$ cat config.mk
export PLATFORM = sky130hd
export DESIGN_NAME = restoring_div_seq
export DESIGN_NICKNAME = d
export VERILOG_FILES = /design/src/rtl/restoring_div_seq.sv
export SDC_FILE = /design/constraint.sdc
export NUM_CORES = 1
export LEC_CHECK = 0
export BUFFER_PORTS_ARGS = -buffer_cell sky130_fd_sc_hd__clkbuf_2
export CORE_MARGIN = 2
export CORE_UTILIZATION = 55
export CTS_BUF_LIST = sky130_fd_sc_hd__clkbuf_16
export DETAILED_ROUTE_END_ITERATION = 12
export PLACE_DENSITY = 0.86
export SLEW_MARGIN = 25
export SYNTH_ARGS = -nofsm -noshare
export SYNTH_HDL_FRONTEND = slang
export SYNTH_SLANG_ARGS = --single-unit
export TNS_END_PERCENT = 10
$ cat constraint.sdc
create_clock -name clk -period 4.94 [get_ports clk]
set_clock_uncertainty 0.15 [all_clocks]
set_input_delay 0.741 -clock clk [delete_from_list [all_inputs] [get_ports clk]]
set_output_delay 0.741 -clock clk [all_outputs]
set_load 0.05 [all_outputs]
$ cat src/rtl/restoring_div_seq.sv
// Sequential 8-bit unsigned restoring divider: one quotient bit per cycle.
// It takes 8 iteration cycles between the start edge and the cycle with done high.
// Optional feature: define DIV_ZERO_CHECK_EN to send a zero divisor straight
// to DONE with quotient=8'hFF, remainder=dividend and div_by_zero set.
// Without the macro, a zero divisor runs the normal sequence and div_by_zero
// is tied low.
module restoring_div_seq (
  input  logic       clk,
  input  logic       rstn,
  input  logic       start,
  input  logic [7:0] dividend,
  input  logic [7:0] divisor,
  output logic       busy,
  output logic       done,
  output logic [7:0] quotient,
  output logic [7:0] remainder,
  output logic       div_by_zero
);

  typedef enum logic [1:0] {StIdle, StIter, StDone} state_e;

  state_e     state_q;
  // Bit 8 of A is only needed inside a step; between steps the restored
  // partial remainder is always below M, so 8 stored bits suffice.
  logic [7:0] a_q;
  logic [7:0] q_q;
  logic [7:0] m_q;
  logic [2:0] cnt_q;

  logic [8:0] a_shift;
  logic [8:0] a_diff;
  logic [7:0] a_step;
  logic [7:0] q_step;

  // One restoring step: shift {A,Q} left, trial-subtract M, restore on borrow.
  always_comb begin
    a_shift = {a_q, q_q[7]};
    a_diff  = a_shift - {1'b0, m_q};
    a_step  = a_diff[7:0];
    q_step  = {q_q[6:0], 1'b1};
    if (a_diff[8]) begin
      // Borrow: the shifted value was below M, so it fits in 8 bits.
      a_step = a_shift[7:0];
      q_step = {q_q[6:0], 1'b0};
    end
  end

  // Control FSM, datapath registers and registered outputs.
  always_ff @(posedge clk or negedge rstn) begin
    if (!rstn) begin
      state_q   <= StIdle;
      a_q       <= 8'h00;
      q_q       <= 8'h00;
      m_q       <= 8'h00;
      cnt_q     <= 3'd0;
      busy      <= 1'b0;
      done      <= 1'b0;
      quotient  <= 8'h00;
      remainder <= 8'h00;
`ifdef DIV_ZERO_CHECK_EN
      div_by_zero <= 1'b0;
`endif
    end else begin
      case (state_q)
        StIdle: begin
          if (start) begin
            a_q   <= 8'h00;
            q_q   <= dividend;
            m_q   <= divisor;
            cnt_q <= 3'd0;
`ifdef DIV_ZERO_CHECK_EN
            if (divisor == 8'h00) begin
              state_q     <= StDone;
              done        <= 1'b1;
              quotient    <= 8'hFF;
              remainder   <= dividend;
              div_by_zero <= 1'b1;
            end else begin
              state_q <= StIter;
              busy    <= 1'b1;
            end
`else
            state_q <= StIter;
            busy    <= 1'b1;
`endif
          end
        end
        StIter: begin
          a_q <= a_step;
          q_q <= q_step;
          if (cnt_q == 3'd7) begin
            // Eighth step: publish the result; the count holds rather than wrap.
            state_q   <= StDone;
            busy      <= 1'b0;
            done      <= 1'b1;
            quotient  <= q_step;
            remainder <= a_step;
`ifdef DIV_ZERO_CHECK_EN
            div_by_zero <= 1'b0;
`endif
          end else begin
            cnt_q <= cnt_q + 3'd1;
          end
        end
        StDone: begin
          done    <= 1'b0;
          state_q <= StIdle;
        end
        default: begin
          state_q <= StIdle;
          busy    <= 1'b0;
          done    <= 1'b0;
        end
      endcase
    end
  end

`ifndef DIV_ZERO_CHECK_EN
  assign div_by_zero = 1'b0;
`endif

endmodule

==> results.md <==
* Pin count of the biggest net entering global routing at 48
* Number of antenna violations at the first check in global routing at 0
* Setup repair after global routing missed its margin: no
* Post-synthesis instance area at 2355 µm²
* Vias at 1685
* Post-Place Cells at 301
* Count of buffers from port buffering at 36
* Hold Vio Cnt, Final at 0
* Clock slew seen by the registers of the worst setup and hold paths at 0.06 ns
* EDFF count, synth at 0
* Arrival time worst endpoint at 2.86 ns
* Number of vias per cell after detailed routing at 5.453
* Status: complete, no violations
* Fraction of final layout cells sized beyond drive strength 1 at 23.17%
* #FFs+latches synth at 47
* Number of global-route vias before repair at 1713
* Async SR Flop Fraction at 100.0%
* Instance count of the mapped netlist at 225
* Starting utilization of the core area at 58.03%
* Share of the cycle needed by the critical path after routing at 58.18%
* Crit Path Class: reg -> reg
* Register area share after synthesis at 49.95%
* Residual antenna-violating net count after detailed routing at 0
* Slew at the pin with the worst max-slew slack at 0.9797 ns
* Post-Syn Area per Cell at 10.47 µm²
* Fmax at 348.0 MHz
* Die Height at 69.43 µm
* Filler Cells Inserted at 299
* Share of the synthesized area in compound gates (AO/OA/AOI/OAI) at 17.16%
* Detailed Route Iter0 Violations at 108
* Max Slew Vio Count at 0
* Path type of the worst min-delay path: in -> async
* Total Die Area at 4821 µm²
* Number of max-cap violations at 0
* Horizontal die dimension at 69.43 µm
* Post-CTS Hold Fix Bufs at 0
* Final routed wirelength across all metal layers at 4.558 mm
* Worst-path cell with the longest stage delay: sky130_fd_sc_hd__nand2_1
* Maximum level of the CTS H-tree at 2
* Area Overhead vs Synth at 15.46%
* Kind of capture point of the worst setup path: register
* Critical Path Max Stage Delay at 0.78 ns
* Cell Chain, Critical Path: nor2b_1, nand2_1, and2_1, a31oi_1, o31ai_1
* Storage cell area at 1176 µm²
* Simple-gate share of the synthesized area at 8.980%
* Average routed wire per standard cell at 14.75 µm
* Detail Placement HPWL at 3.259 mm
* Endpoints failing setup at 0
* Number of buffers between clock root and the deepest sink at 2
* Final critical-path required period at 2.874 ns
* Area of the placeable core at 4058 µm²
* Antenna diode instance count at 0
* Synth Area in Adders at 6.164%
* Multi-input combinational cell area at 1066 µm²
* Slew Limit Headroom at 34.55%
* Overall track demand over capacity in global routing at 21.05%
* Floorplan row count at 23
* Library cell used as clock root buffer: sky130_fd_sc_hd__clkbuf_16
* Synthesized-area fraction occupied by xor and xnor cells at 1.860%
* Buffers & Inverters on Critical Path at 0
* Net count after synthesis at 255
* Count of TritonRoute iterations in the first routing pass at 4
* Setup Fix Bufs, Post-CTS at 0
* DR DRC count at 0
* Critical path startpoint category: register
* Number of top-level design ports at 38
* Cell Count, Final, Fillers Out at 309
* Setup tns final at 0 ns
* Worst path top cell family by delay: simple AND/OR/NAND/NOR gates
* Number of distinct library cells after synthesis at 41
* Final weighted congestion in routability-driven placement at 0.8169
* Clock insertion delay at the later pin of the skew report at 0.29 ns
* CTS tree: done
* Number of buffers created by CTS at 5
* Prevailing post-synth register cell: sky130_fd_sc_hd__dfrtp_1
* Sinks on Clock Net at 47
* Yosys warning count at 0
* Dominant combinational cell family by area after synthesis: compound AO/OA/AOI/OAI gates
* Critical Path Fanout Max at 27
* Endpoint required time on the critical path at 4.93 ns
* Overflow left after global routing at 0
* Count of instances resized after the clock tree is built at 0
* Global-route wire length before repair at 7.997 mm
* Post-layout nets at 288
* Fraction of synthesized area in multiplexers at 10.95%
sequential cells by signal, indices dropped and copies added, names as in the netlist:
name / cells
remainder: 8
cnt_q: 3
state_q: 2
quotient: 8
done: 1
m_q: 8
q_q: 8
busy: 1
a_q: 8
Yosys cell counts, types with 2 or more instances:
| library cell | count | share of area [%] |
|---|---|---|
| sky130_fd_sc_hd__o211ai_1 | 2 | 0.64 |
| sky130_fd_sc_hd__a2111o_1 | 2 | 0.96 |
| sky130_fd_sc_hd__nor2_1 | 8 | 1.3 |
| sky130_fd_sc_hd__mux2i_1 | 13 | 5.5 |
| sky130_fd_sc_hd__o21ai_2 | 2 | 0.74 |
| sky130_fd_sc_hd__inv_1 | 15 | 2.4 |
| sky130_fd_sc_hd__buf_2 | 2 | 0.43 |
| sky130_fd_sc_hd__ha_1 | 10 | 5.3 |
| sky130_fd_sc_hd__nor2b_1 | 4 | 1.1 |
| sky130_fd_sc_hd__mux2_2 | 10 | 4.8 |
| sky130_fd_sc_hd__dfrtp_1 | 47 | 50 |
| sky130_fd_sc_hd__a21oi_1 | 5 | 1.1 |
| sky130_fd_sc_hd__nand2_1 | 33 | 5.3 |
| sky130_fd_sc_hd__nand2b_1 | 3 | 0.80 |
| sky130_fd_sc_hd__o31ai_1 | 2 | 0.64 |
| sky130_fd_sc_hd__clkbuf_1 | 6 | 0.96 |
| sky130_fd_sc_hd__xor2_1 | 4 | 1.5 |
| sky130_fd_sc_hd__a22o_1 | 2 | 0.74 |
| sky130_fd_sc_hd__o21ai_1 | 8 | 1.7 |
| sky130_fd_sc_hd__o21ai_0 | 26 | 5.5 |
cells in the final DEF (no fill, tap or decap), types with 2 or more instances in the layout:
cell,netlist,layout
sky130_fd_sc_hd__dfrtp_1,47,47
sky130_fd_sc_hd__clkbuf_2,1,35
sky130_fd_sc_hd__nand2_1,33,33
sky130_fd_sc_hd__o21ai_0,26,26
sky130_fd_sc_hd__inv_1,15,15
sky130_fd_sc_hd__mux2i_1,13,13
sky130_fd_sc_hd__mux2_2,10,10
sky130_fd_sc_hd__ha_1,10,10
sky130_fd_sc_hd__o21ai_1,8,8
sky130_fd_sc_hd__nor2_1,8,8
sky130_fd_sc_hd__a21oi_1,5,5
sky130_fd_sc_hd__clkbuf_16,0,5
sky130_fd_sc_hd__nor2b_1,4,4
sky130_fd_sc_hd__xor2_1,4,4
sky130_fd_sc_hd__nand2b_1,3,3
sky130_fd_sc_hd__o211ai_1,2,2
sky130_fd_sc_hd__a2111o_1,2,2
sky130_fd_sc_hd__o21ai_2,2,2
sky130_fd_sc_hd__a22o_1,2,2
sky130_fd_sc_hd__o31ai_1,2,2
worst paths after layout:
kind	startpoint	to	slack, ns	depth (start not counted)
max reg2reg	state_q[0]	remainder[7]	2.07	5
max	state_q[0]	remainder[7]	2.07	5
min reg2reg	quotient[0]	quotient[0]	0.34	2
min in group clk	quotient[0]	quotient[0]	0.34	2
max in group asynchronous	rstn	m_q[6]	3.89	1
min	rstn	q_q[1]	0.34	1
layer usage:
layer | routed length (µm) | global-route usage [%]
met1 | 2076 | 26.40
met2 | 2309 | 34.94
met3 | 119 | 5.378
met4 | 53 | 8.279
met5 | 0 | 0
worst register-to-register path: stages (launching register included):
cell,delay [ns]
sky130_fd_sc_hd__dfrtp_1,0.40
sky130_fd_sc_hd__nor2b_1,0.75
sky130_fd_sc_hd__nand2_1,0.78
sky130_fd_sc_hd__and2_1,0.42
sky130_fd_sc_hd__a31oi_1,0.14
sky130_fd_sc_hd__o31ai_1,0.09
stage by stage:
| step | util [%] | hold WS (ns) | setup slack, ns | instance area (µm²) |
|---|---|---|---|---|
| after floorplan | - | 0.2954 | 2.434 | 2355 |
| after global placement | 62.81 | 0.3188 | 2.223 | 2549 |
| after detailed placement | 62.87 | 0.3261 | 2.109 | 2551 |
| after CTS | 67.01 | 0.3418 | 2.062 | 2719 |
| after global routing | 67.01 | 0.3690 | 1.736 | 2719 |
| final | 67.01 | 0.3360 | 2.066 | 2719 |
cell type report:
class                   instances  area share [%]
clock buffers                   5           4.602
clock inverters                 3           1.565
inverters                      15           2.071
multi-input cells             152           39.21
flip-flops and latches         47           43.26
well taps                      50           2.301
repair buffers                 37           6.995
kinds of logic (layout without fill, tap and decap cells):
group / Yosys count / after routing
xor gates and xnor gates: 5 / 5
and+or+nand+nor: 50 / 50
DFF: 47 / 47
AOI/OAI and AO/OA: 61 / 61
muxes: 24 / 24
adders and majority gates: 11 / 11
buffers and inverters: 26 / 60
other: 1 / 1
Power is not shown: default switching activity piles up to over one toggle a cycle in this logic, so the estimate is an artifact.
